File: src/rtl/serial_add_pkg.sv
// Shared types for the serial adder arbiter: FSM states, default operand width
// and the bit-counter sizing helper.
package serial_add_pkg;

  localparam int DEF_WIDTH = 8;

  typedef enum logic [1:0] {
    ST_IDLE  = 2'd0,
    ST_SHIFT = 2'd1,
    ST_DONE  = 2'd2
  } state_e;

  // Counter only needs to reach WIDTH-1; keep at least one bit for WIDTH=2.
  function automatic int cnt_width(input int width);
    return (width <= 2) ? 1 : $clog2(width);
  endfunction

endpackage

File: src/rtl/serial_add_core.sv
// Bit-serial adder datapath: one sum bit per shift edge, LSB first.
// sum_nxt/cout_nxt expose the value the registers take on the current shift edge.
module serial_add_core
  import serial_add_pkg::*;
#(
  parameter int WIDTH = DEF_WIDTH
) (
  input  logic             clk,
  input  logic             rst,
  input  logic             load,
  input  logic             shift,
  input  logic [WIDTH-1:0] a_in,
  input  logic [WIDTH-1:0] b_in,
  output logic [WIDTH-1:0] sum_nxt,
  output logic             cout_nxt,
  output logic             last
);

  localparam int CW = cnt_width(WIDTH);

  logic [WIDTH-1:0] a_q, a_d, b_q, b_d, sum_q, sum_d;
  logic             carry_q, carry_d;
  logic [CW-1:0]    cnt_q, cnt_d;
  logic             sum_bit, carry_bit;

  always_comb begin
    sum_bit   = a_q[0] ^ b_q[0] ^ carry_q;
    carry_bit = (a_q[0] & b_q[0]) | (carry_q & (a_q[0] ^ b_q[0]));
    a_d       = a_q;
    b_d       = b_q;
    sum_d     = sum_q;
    carry_d   = carry_q;
    cnt_d     = cnt_q;
    if (load) begin
      a_d     = a_in;
      b_d     = b_in;
      carry_d = 1'b0;
      cnt_d   = '0;
    end else if (shift) begin
      a_d     = a_q >> 1;
      b_d     = b_q >> 1;
      sum_d   = {sum_bit, sum_q[WIDTH-1:1]};
      carry_d = carry_bit;
      cnt_d   = cnt_q + CW'(1);
    end
  end

  always_ff @(posedge clk or posedge rst) begin
    if (rst) begin
      a_q     <= '0;
      b_q     <= '0;
      sum_q   <= '0;
      carry_q <= 1'b0;
      cnt_q   <= '0;
    end else begin
      a_q     <= a_d;
      b_q     <= b_d;
      sum_q   <= sum_d;
      carry_q <= carry_d;
      cnt_q   <= cnt_d;
    end
  end

  assign sum_nxt  = {sum_bit, sum_q[WIDTH-1:1]};
  assign cout_nxt = carry_bit;
  assign last     = shift && (cnt_q == CW'(WIDTH - 1));

endmodule

File: src/rtl/serial_add_arbiter.sv
// Two requesters share one bit-serial adder; WIDTH+2 cycles per result.
// Requests only accepted in IDLE; the response holds in DONE until resp_ready.
module serial_add_arbiter
  import serial_add_pkg::*;
#(
  parameter int WIDTH = DEF_WIDTH
) (
  input  logic             clk,
  input  logic             rst,
  input  logic             req0_valid,
  output logic             req0_ready,
  input  logic [WIDTH-1:0] req0_a,
  input  logic [WIDTH-1:0] req0_b,
  input  logic             req1_valid,
  output logic             req1_ready,
  input  logic [WIDTH-1:0] req1_a,
  input  logic [WIDTH-1:0] req1_b,
  output logic             resp_valid,
  input  logic             resp_ready,
  output logic             resp_id,
  output logic [WIDTH-1:0] resp_sum,
  output logic             resp_cout,
  output logic             busy
);

  state_e           state_q, state_d;
  logic             ptr_q, ptr_d;
  logic             id_q, id_d;
  logic             resp_valid_q, resp_valid_d;
  logic             resp_id_q, resp_id_d;
  logic [WIDTH-1:0] resp_sum_q, resp_sum_d;
  logic             resp_cout_q, resp_cout_d;

  logic             idle, gnt0, gnt1, accept, last, cout_nxt;
  logic [WIDTH-1:0] sum_nxt;

  // ptr_q names the requester that wins a tie; it flips to the other side after each service.
  assign idle   = (state_q == ST_IDLE);
  assign gnt0   = idle && req0_valid && (!req1_valid || !ptr_q);
  assign gnt1   = idle && req1_valid && !gnt0;
  assign accept = gnt0 || gnt1;

  serial_add_core #(.WIDTH(WIDTH)) u_core (
    .clk      (clk),
    .rst      (rst),
    .load     (accept),
    .shift    (state_q == ST_SHIFT),
    .a_in     (gnt1 ? req1_a : req0_a),
    .b_in     (gnt1 ? req1_b : req0_b),
    .sum_nxt  (sum_nxt),
    .cout_nxt (cout_nxt),
    .last     (last)
  );

  always_comb begin
    state_d      = state_q;
    ptr_d        = ptr_q;
    id_d         = id_q;
    resp_valid_d = resp_valid_q;
    resp_id_d    = resp_id_q;
    resp_sum_d   = resp_sum_q;
    resp_cout_d  = resp_cout_q;
    case (state_q)
      ST_IDLE: begin
        if (accept) begin
          state_d = ST_SHIFT;
          id_d    = gnt1;
        end
      end
      ST_SHIFT: begin
        if (last) begin
          state_d      = ST_DONE;
          resp_valid_d = 1'b1;
          resp_sum_d   = sum_nxt;
          resp_cout_d  = cout_nxt;
          resp_id_d    = id_q;
        end
      end
      ST_DONE: begin
        if (resp_ready) begin
          state_d      = ST_IDLE;
          resp_valid_d = 1'b0;
          ptr_d        = !resp_id_q;
        end
      end
      default: state_d = ST_IDLE;
    endcase
  end

  always_ff @(posedge clk or posedge rst) begin
    if (rst) begin
      state_q      <= ST_IDLE;
      ptr_q        <= 1'b0;
      id_q         <= 1'b0;
      resp_valid_q <= 1'b0;
      resp_id_q    <= 1'b0;
      resp_sum_q   <= '0;
      resp_cout_q  <= 1'b0;
    end else begin
      state_q      <= state_d;
      ptr_q        <= ptr_d;
      id_q         <= id_d;
      resp_valid_q <= resp_valid_d;
      resp_id_q    <= resp_id_d;
      resp_sum_q   <= resp_sum_d;
      resp_cout_q  <= resp_cout_d;
    end
  end

  assign req0_ready = gnt0;
  assign req1_ready = gnt1;
  assign resp_valid = resp_valid_q;
  assign resp_id    = resp_id_q;
  assign resp_sum   = resp_sum_q;
  assign resp_cout  = resp_cout_q;
  assign busy       = !idle;

endmodule

File: config.mk
export PLATFORM = sky130hd
export DESIGN_NAME = serial_add_arbiter
export DESIGN_NICKNAME = d
export VERILOG_FILES = /design/src/rtl/serial_add_pkg.sv /design/src/rtl/serial_add_core.sv /design/src/rtl/serial_add_arbiter.sv
export SDC_FILE = /design/constraint.sdc
export NUM_CORES = 1
export LEC_CHECK = 0
export ABC_CLOCK_PERIOD_IN_PS = 2140
export CORE_MARGIN = 2
export CORE_UTILIZATION = 35
export CTS_BUF_LIST = sky130_fd_sc_hd__clkbuf_8
export DETAILED_ROUTE_END_ITERATION = 8
export PLACE_DENSITY = 0.7
export SLEW_MARGIN = 15
export SYNTH_ARGS = -nofsm -noshare
export SYNTH_HDL_FRONTEND = slang
export SYNTH_SLANG_ARGS = --single-unit
File: constraint.sdc
create_clock -name clk -period 2.14 [get_ports clk]
set_clock_uncertainty 0.2 [all_clocks]
set_input_delay 0.642 -clock clk [delete_from_list [all_inputs] [get_ports clk]]
set_output_delay 0.642 -clock clk [all_outputs]
set_load 0.03 [all_outputs]
==> results of run 1 <==
## routing by layer
metal  global-route usage [%]  up-vias  routed length (µm)
met5                        0        -                   0
met4                    5.254        0                  99
met3                    3.507       12                 184
met2                    23.53       40                1992
met1                    16.69      727                1752
li1                         -      771                   -
## layout make-up
class / count / share of cell area [%]
clock buffer: 6 / 3.023
multi-input combinational: 138 / 32.52
sequential: 42 / 38.52
clock inverter: 2 / 0.3207
tap: 72 / 3.298
timing repair buffer: 63 / 21.76
inverter: 4 / 0.5497
## flip-flops by register name, indices dropped and copies added (netlist names)
| signal | cells |
|---|---|
| u_core.sum_q | 7 |
| resp_id | 1 |
| u_core.carry_q | 1 |
| u_core.b_q | 8 |
| resp_valid | 1 |
| ptr_q | 1 |
| resp_sum | 8 |
| u_core.a_q | 8 |
| resp_cout | 1 |
| id_q | 1 |
| state_q | 2 |
| u_core.cnt_q | 3 |
## power by group through the flow
stage | Combinational (mW) | Clock (mW) | Sequential [mW]
floorplan | 1.01 | 0 | 1.51
global placement | 1.56 | 0 | 1.39
detailed placement | 1.61 | 0 | 1.40
CTS | 1.58 | 0.536 | 1.38
global route | 1.78 | 0.568 | 1.43
finish | 1.57 | 0.514 | 1.38
## layout by cell type, fill, tap and decap left out, types with 2 or more instances in the layout
| master | Yosys | final |
|---|---|---|
| nand3_1 | 2 | 2 |
| mux2i_1 | 16 | 16 |
| a22oi_1 | 2 | 2 |
| clkdlybuf4s50_1 | 0 | 34 |
| dfrtp_1 | 42 | 41 |
| nor2_1 | 6 | 4 |
| dlygate4sd2_1 | 0 | 11 |
| and3_1 | 12 | 12 |
| nor2_4 | 0 | 2 |
| clkbuf_8 | 0 | 6 |
| a21oi_1 | 18 | 18 |
| nand2_1 | 53 | 53 |
| buf_4 | 4 | 14 |
| inv_1 | 4 | 4 |
| o21ai_0 | 7 | 6 |
| o31ai_1 | 3 | 3 |
| ha_1 | 2 | 2 |
| mux2_4 | 9 | 9 |
## cell families after synthesis
group                      count (synthesis)  synth area share, %
xor gates and xnor gates                   1               0.4354
AOI/OAI and AO/OA                         32                8.706
buffers and inverters                     15                4.912
DFF                                       42                52.24
and+or+nand+nor                           76                16.23
muxes                                     26                15.24
adders and majority gates                  3                2.239
## per-stage QoR
| step | std cells | power, mW | instance area [µm²] |
|---|---|---|---|
| 2_1_floorplan | 195 | 2.519 | 2019 |
| 3_3_place_gp | 317 | 2.952 | 2618 |
| 3_5_place_dp | 317 | 3.016 | 2618 |
| 4_1_cts | 326 | 3.495 | 2710 |
| 5_1_grt | 327 | 3.776 | 2731 |
| 6_report | 327 | 3.463 | 2731 |
## worst max-delay path: stages
cell	delay [ns]
clkdlybuf4s15_2	0.20
inv_1	0.09
o21ai_4	0.07
nor2_4	0.11
buf_6	0.14
## worst min path at each step
stage	end	cells after the start	slack (ns)
final	id_q$_DFFE_PP0P_	1	0.29
after global routing	resp_sum[5]$_DFFE_PP0P_	1	0.32
after CTS	id_q$_DFFE_PP0P_	1	0.29
after detailed placement	id_q$_DFFE_PP0P_	1	0.27
after global placement	u_core.sum_q[1]$_DFFE_PP0P_	2	0.26
after floorplan	u_core.sum_q[1]$_DFFE_PP0P_	2	0.25
## repair_timing
action / in CTS / in global routing
setup buffers: 1 / 1
hold endpoints to repair: 0 / 0
pin swaps: 1 / 1
gates resized for setup: 18 / 3
endpoints found under the setup margin: 13 / 2
hold buffers: 0 / 0
==> flow_metrics.env, run 1 <==
export IMPL_status="complete, no violations"
export IMPL_synth_nets=235
export IMPL_nNetsFinal=294
export IMPL_r2r_end="u_core.b_q[6]$_DFFE_PP0P_"
export IMPL_clockPowerShare_pct=14.8
export IMPL_yosysMostFrequentCell="nand2_1"
export IMPL_die_w_um=79.82
export IMPL_cts_tree="done"
export IMPL_start_util_pct=36.31
export IMPL_clk_pin_slew_ns=0.07
export IMPL_cap_violations=0
export IMPL_drive_gt1_share_pct=15.29
export IMPL_drv_slew=0
export IMPL_fp_dieH_um=79.82
export IMPL_hold_ws_ns=0.2877
export IMPL_clock_sinks=42
export IMPL_setup_tns_ns=0
export IMPL_core_area_um2=5540
export IMPL_worst_pin_slew_ns=0.7110
export IMPL_cp_startpoint="req0_valid"
export IMPL_antenna_found_initial=0
export IMPL_irDropWorstVdd_mv=0.5627
export IMPL_synth_area_top_cells="dfrtp_1, nand2_1, mux2i_1, mux2_4, a21oi_1"
export IMPL_drt_pre_antenna_iters=4
export IMPL_r2r_start="state_q[1]$_DFFE_PP0P_"
export IMPL_insertion_delay_ns=0.29
export IMPL_diodes=0
export IMPL_syn_avg_cell_area_um2=10.32
export IMPL_wire_per_inst_um=12.32
export IMPL_p_sw_mw=1.329
export IMPL_start_kind="primary input"
export IMPL_power_density_nw_per_um2=1268
export IMPL_critical_path_class="primary input to output port"
export IMPL_comb_power_share_pct=45.2
export IMPL_r2r_setup_slack_ns=0.29
export IMPL_gp_congestion=0.7335
export IMPL_area_growth_syn_to_layout_pct=35.76
export IMPL_ioPinCount=51
export IMPL_internal_power_mw=2.134
export IMPL_drt_first_iter_violations=65
export IMPL_critical_path_endpoint="req1_ready"
export IMPL_routed_via_density=4.740
export IMPL_grt_pass1_wl_mm=6.879
export IMPL_cts_htree_levels=2
export IMPL_clk_path_buf_depth=2
export IMPL_ys_async_sr_fraction_pct=100.0
export IMPL_ys_ff_latch=42
export IMPL_cp_max_fo=3
export IMPL_fillerInstances=538
export IMPL_via_count=1550
export IMPL_dp_hpwl_mm=2.886
export IMPL_synthFlopType="dfrtp_1"
export IMPL_drt_total_wl_mm=4.029
export IMPL_grt_pass1_vias=1527
export IMPL_register_area_um2=1052
export IMPL_cts_root_buffer="clkbuf_8"
export IMPL_rr_worst_depth=5
export IMPL_hold_path_class="flip-flop to flip-flop"
export IMPL_required_ns=1.30
export IMPL_switching_share_pct=38.38
export IMPL_yosys_area_top_type_share_pct=52.24
export IMPL_cts_buffers=5
export IMPL_worst_slack_ns=0.05260
export IMPL_grt_max_degree=43
export IMPL_finalHoldViolCount=0
export IMPL_post_route_period_util_pct=97.54
export IMPL_route_detailed_drc=0
export IMPL_power_leakage_nw=1.376
export IMPL_multiInputGateArea_um2=888.4
export IMPL_rows=27
export IMPL_setup_viol=0
export IMPL_numPortBuffers=50
export IMPL_synthesis_area_um2=2012
export IMPL_period_needed_ns=2.087
export IMPL_yosysTopAreaCell="dfrtp_1"
export IMPL_grt_setup_unrepaired="false"
export IMPL_synth_cells=195
export IMPL_synth_common_cells="nand2_1, dfrtp_1, a21oi_1"
export IMPL_ys_seq_area_share_pct=52.24
export IMPL_cp_end_kind="output port"
export IMPL_track_usage_pct=13.79
export IMPL_die_area_um2=6371
export IMPL_holdCritStartpoint="id_q$_DFFE_PP0P_"
export IMPL_seqPwrFrac_pct=39.9
export IMPL_maxSlewHeadroom_pct=52.60
export IMPL_postRouteAntennaNets=0
export IMPL_dp_slack_ns=-0.3189
export IMPL_synth_edf_count=0
export IMPL_crit_arrival_ns=1.25
export IMPL_grt_ovfl_total=0
export IMPL_yosysUniqueCellTypes=25
export IMPL_final_core_util_pct=49.30
export IMPL_synth_warning_count=0
export IMPL_max_freq_mhz=479.1
No activity file was read; power rests on OpenSTA's default activity.
==> run 2, diff against run 1 <==
Settings changed: CORE_MARGIN 2 to 4.
==> run 2 against run 1 <==
Against the previous run:
- via count grew 0.26%
- fmax is 0.51% higher
- largest power group unchanged
- largest cell class unchanged
- die area is 10% higher
- non-clock buffer count grew 1
- cell count up 0.31%
- cell area rose by 0.46%
- critical endpoint unchanged
==> flow_metrics.env, run 2 (synthesized netlist as in run 1, its figures left out) <==
export IMPL_status="complete, no violations"
export IMPL_finalHoldViolCount=0
export IMPL_setup_viol=0
export IMPL_cts_tree="done"
export IMPL_layout_commonest_cell="nand2_1"
export IMPL_die_area_um2=7026
export IMPL_fillerInstances=556
export IMPL_power_leakage_nw=1.381
export IMPL_final_cell_mix="nand2_1, dfrtp_1, clkdlybuf4s50_1"
export IMPL_hold_path_class="flip-flop to flip-flop"
export IMPL_required_ns=1.30
export IMPL_p_sw_mw=1.328
export IMPL_grt_setup_unrepaired="true"
export IMPL_r2r_start="u_core.cnt_q[0]$_DFFE_PP0P_"
export IMPL_cp_startpoint="req1_valid"
export IMPL_register_area_um2=1054
export IMPL_postRouteAntennaNets=0
export IMPL_gp_congestion=0.7299
export IMPL_cp_max_fo=3
export IMPL_grt_pass1_vias=1520
export IMPL_start_util_pct=36.31
export IMPL_routed_via_density=4.738
export IMPL_track_usage_pct=12.04
export IMPL_cap_violations=0
export IMPL_power_density_nw_per_um2=1293
export IMPL_grt_max_degree=43
export IMPL_postCtsHoldBufs=0
export IMPL_cts_root_buffer="clkbuf_8"
export IMPL_cts_htree_levels=2
export IMPL_cp_end_kind="output port"
export IMPL_comb_power_share_pct=44.0
export IMPL_drt_total_wl_mm=4.044
export IMPL_start_kind="primary input"
export IMPL_worst_pin_slew_ns=0.7233
export IMPL_via_count=1554
export IMPL_cts_buffers=5
export IMPL_switching_share_pct=37.42
export IMPL_crit_arrival_ns=1.23
export IMPL_numPortBuffers=50
export IMPL_core_area_um2=5540
export IMPL_multiInputGateArea_um2=880.8
export IMPL_route_detailed_drc=0
export IMPL_hold_depth=1
export IMPL_r2r_end="resp_sum[6]$_DFFE_PP0P_"
export IMPL_drt_pre_antenna_iters=4
export IMPL_critical_path_class="primary input to output port"
export IMPL_grt_pass1_wl_mm=6.913
export IMPL_worst_slack_ns=0.06313
export IMPL_ioPinCount=51
export IMPL_dp_hpwl_mm=2.903
export IMPL_clockPowerShare_pct=17.3
export IMPL_fp_dieH_um=83.82
export IMPL_insertion_delay_ns=0.30
export IMPL_critical_path_endpoint="req1_ready"
export IMPL_dp_slack_ns=-0.2829
export IMPL_grt_ovfl_total=0
export IMPL_nNetsFinal=295
export IMPL_die_w_um=83.82
export IMPL_period_needed_ns=2.077
export IMPL_irDropWorstVdd_mv=0.5251
export IMPL_clock_sinks=42
export IMPL_clk_pin_slew_ns=0.08
export IMPL_maxSlewHeadroom_pct=51.78
export IMPL_wire_per_inst_um=12.33
export IMPL_final_core_util_pct=49.53
export IMPL_drt_first_iter_violations=86
export IMPL_diodes=0
export IMPL_max_freq_mhz=481.5
export IMPL_internal_power_mw=2.220
export IMPL_rows=27
export IMPL_area_growth_syn_to_layout_pct=36.38
export IMPL_drv_slew=0
export IMPL_post_route_period_util_pct=97.05
export IMPL_antenna_found_initial=0
export IMPL_clk_path_buf_depth=2
export IMPL_seqPwrFrac_pct=38.7
export IMPL_drive_gt1_share_pct=16.02
export IMPL_rr_worst_depth=4
export IMPL_r2r_setup_slack_ns=0.32
run 2: cell count changes in the layout (fill, tap and decap cells not counted), sizes merged:
cell,change
bufinv,+1
dlygate4sd2,+1
buf,+1
clkinvlp,+1
clkinv,-1
clkdlybuf4s15,-2
run 2: worst min-delay path by stage:
| stage | from | to | slack (ns) |
|---|---|---|---|
| floorplan | u_core.sum_q[1]$_DFFE_PP0P_ | u_core.sum_q[1]$_DFFE_PP0P_ | 0.25 |
| global placement | u_core.sum_q[1]$_DFFE_PP0P_ | u_core.sum_q[1]$_DFFE_PP0P_ | 0.26 |
| detailed placement | id_q$_DFFE_PP0P_ | id_q$_DFFE_PP0P_ | 0.27 |
| CTS | id_q$_DFFE_PP0P_ | id_q$_DFFE_PP0P_ | 0.29 |
| global route | resp_sum[6]$_DFFE_PP0P_ | resp_sum[6]$_DFFE_PP0P_ | 0.31 |
| finish | id_q$_DFFE_PP0P_ | id_q$_DFFE_PP0P_ | 0.29 |
run 2: layout make-up:
class	instances	area share (%)
inverter	4	0.5472
clock buffer	5	2.508
multi-input combinational	138	32.10
timing repair buffer	64	21.66
sequential	42	38.39
clock inverter	3	1.505
tap	72	3.283
run 2: per-stage QoR:
step	cells	setup TNS [ns]	power, mW	area [µm²]	hold slack [ns]
after floorplan	195	0	2.519	2019	0.2459
after global placement	317	-3.306	2.954	2618	0.2632
after detailed placement	317	-3.866	3.004	2618	0.2700
after CTS	327	0	3.589	2735	0.2888
after global routing	328	-0.003501	3.834	2744	0.3138
final	328	0	3.548	2744	0.2860
run 2: critical path, stage by stage:
cell           delay (ns)
dlygate4sd2_1        0.26
o21ai_2              0.10
nor2_4               0.10
buf_6                0.14
run 2: layer usage:
layer | wire length (µm) | track usage (%) | vias up
li1 | - | - | 774
met1 | 1730 | 15.17 | 733
met2 | 2023 | 19.96 | 39
met3 | 223 | 3.258 | 8
met4 | 66 | 3.947 | 0
met5 | 0 | 0 | -
run 2: power groups by stage:
stage                     sequential [mW]  clock [mW]  combinational, mW
after detailed placement             1.40           0               1.61
after CTS                            1.37       0.634               1.58
after floorplan                      1.51           0               1.01
final                                1.37       0.614               1.56
after global placement               1.39           0               1.57
after global routing                 1.42       0.668               1.74
run 2: timing repair:
item	in CTS	in global routing
resized for setup	17	3
setup endpoints to repair	13	2
setup buffers	2	1
pin swaps	1	1
==> run 3, diff against run 2 <==
Settings changed: ABC_CLOCK_PERIOD_IN_PS 2140 to 1720, PLACE_DENSITY 0.7 to 0.73.
Clock period 2.14 ns to 1.72 ns, I/O delays scaled along.
==> run 3 against run 2 <==
Against the previous run:
- the flow now finishes with violations (negative setup slack)
- register-to-register slack got worse by 0.30 ns
- global-route usage rose by 0.81 points
- first-iteration DRC count fell by 30%
- critical endpoint unchanged
- largest power group unchanged
==> flow_metrics.env, run 3 (synthesized netlist as in run 1, its figures left out) <==
export IMPL_drive_gt1_share_pct=24.15
export IMPL_cp_end_kind="output port"
export IMPL_nNetsFinal=304
export IMPL_grt_ovfl_total=0
export IMPL_grt_pass1_wl_mm=7.314
export IMPL_clk_pin_slew_ns=0.08
export IMPL_diodes=0
export IMPL_crit_chain="dlygate4sd2_1 -> o21ai_4 -> nor2_4 -> buf_6"
export IMPL_cpPeakStageDelay_ns=0.30
export IMPL_cp_depth=4
export IMPL_required_ns=1.00
export IMPL_clk_path_buf_depth=2
export IMPL_placed_area_um2=2671
export IMPL_cts_htree_levels=2
export IMPL_rows=27
export IMPL_setup_viol=3
export IMPL_wire_per_inst_um=12.73
export IMPL_drt_pre_antenna_iters=4
export IMPL_core_area_um2=5540
export IMPL_timing_critical_path_buf_inv=2
export IMPL_postRouteAntennaNets=0
export IMPL_start_kind="primary input"
export IMPL_layout_commonest_cell="nand2_1"
export IMPL_drv_slew=0
export IMPL_hold_depth=2
export IMPL_final_area_um2=2829
export IMPL_gp_congestion=0.7793
export IMPL_final_core_util_pct=51.06
export IMPL_grt_pass1_vias=1673
export IMPL_worst_pin_slew_ns=0.2287
export IMPL_track_usage_pct=12.84
export IMPL_drt_total_wl_mm=4.289
export IMPL_cts_root_buffer="clkbuf_8"
export IMPL_finalHoldViolCount=0
export IMPL_numPortBuffers=50
export IMPL_insertion_delay_ns=0.29
export IMPL_max_freq_mhz=521.2
export IMPL_irDropWorstVdd_mv=0.7197
export IMPL_worst_slack_ns=-0.1987
export IMPL_clock_sinks=42
export IMPL_grt_max_degree=43
export IMPL_critical_path_class="primary input to output port"
export IMPL_period_needed_ns=1.919
export IMPL_dp_hpwl_mm=3.045
export IMPL_violations="negative setup slack"
export IMPL_via_count=1581
export IMPL_multiInputGateArea_um2=895.9
export IMPL_routed_via_density=4.691
export IMPL_critPathSlowestCell="dlygate4sd2_1"
export IMPL_cap_violations=0
export IMPL_start_util_pct=36.31
export IMPL_hold_ws_ns=0.2829
export IMPL_power_leakage_nw=1.421
export IMPL_cts_buffers=5
export IMPL_post_route_period_util_pct=111.6
export IMPL_postCtsHoldBufs=0
export IMPL_area_growth_syn_to_layout_pct=40.61
export IMPL_fillerInstances=538
export IMPL_power_density_nw_per_um2=1599
export IMPL_route_detailed_drc=0
export IMPL_rr_worst_depth=5
export IMPL_grt_setup_unrepaired="true"
export IMPL_status="finished with violations"
export IMPL_final_cell_mix="nand2_1, dfrtp_1, clkdlybuf4s50_1"
export IMPL_maxSlewHeadroom_pct=84.76
export IMPL_antenna_found_initial=0
export IMPL_hold_path_class="flip-flop to flip-flop"
export IMPL_crit_arrival_ns=1.20
export IMPL_crit_family="buffers and inverters"
export IMPL_drt_first_iter_violations=60
export IMPL_fp_dieH_um=83.82
export IMPL_cp_max_fo=3
export IMPL_register_area_um2=1051
export IMPL_ioPinCount=51
export IMPL_die_w_um=83.82
export IMPL_setup_tns_ns=-0.4595
export IMPL_cts_tree="done"
export IMPL_die_area_um2=7026
export IMPL_dp_slack_ns=-0.5226
==> run 3: worst min-delay path, stage by stage (launching register included) <==
cell and delay (ns):
dfrtp_1 0.35, nand2_1 0.05, nand2_1 0.05
==> run 3: final cells by class <==
cell class | instances | area share (%)
Inverter | 4 | 0.5307
Tap cell | 72 | 3.184
Clock inverter | 2 | 0.3096
Sequential cell | 42 | 37.15
Clock buffer | 6 | 2.919
Timing Repair Buffer | 73 | 24.24
Multi-Input combinational cell | 138 | 31.67
==> run 3: metal layers <==
metal  GRT usage, %  part of all wire [%]  vias to the layer above
met4          5.994                   1.6                        0
met3          3.356                   5.3                        5
met2          22.34                    48                       35
met5              0                     0                        -
met1          14.60                    45                      746
li1               -                     -                      795
==> run 3: worst paths after layout <==
path,to,start,slack [ns]
min in group asynchronous,resp_sum[5]$_DFFE_PP0P_,rst,0.36
setup / recovery,req1_ready,req1_valid,-0.20
setup reg to reg,resp_sum[6]$_DFFE_PP0P_,state_q[0]$_DFFE_PP0P_,0.02
hold / removal,u_core.sum_q[1]$_DFFE_PP0P_,u_core.sum_q[1]$_DFFE_PP0P_,0.28
hold reg to reg,u_core.sum_q[1]$_DFFE_PP0P_,u_core.sum_q[1]$_DFFE_PP0P_,0.28
max in group asynchronous,u_core.b_q[7]$_DFFE_PP0P_,rst,0.76
==> run 3: where the power goes <==
part           switching [mW]  internal [mW]  leakage (nW)
sequential              0.286           1.44         0.528
clock                   0.332          0.318        0.0524
combinational            1.10           1.05         0.841
total                    1.72           2.80          1.42
==> run 3: repair_timing <==
item                       4_1_cts  5_1_grt
setup buffers                    1        3
setup endpoints to repair       19        7
cloned                           0        1
gates resized for setup          9        7
pin swaps                        1        3
==> run 3: stage by stage <==
| step | total power [mW] | cells |
|---|---|---|
| after floorplan | 3.138 | 195 |
| after global placement | 3.725 | 324 |
| after detailed placement | 3.798 | 324 |
| after CTS | 4.500 | 333 |
| after global routing | 4.902 | 337 |
| final | 4.524 | 337 |
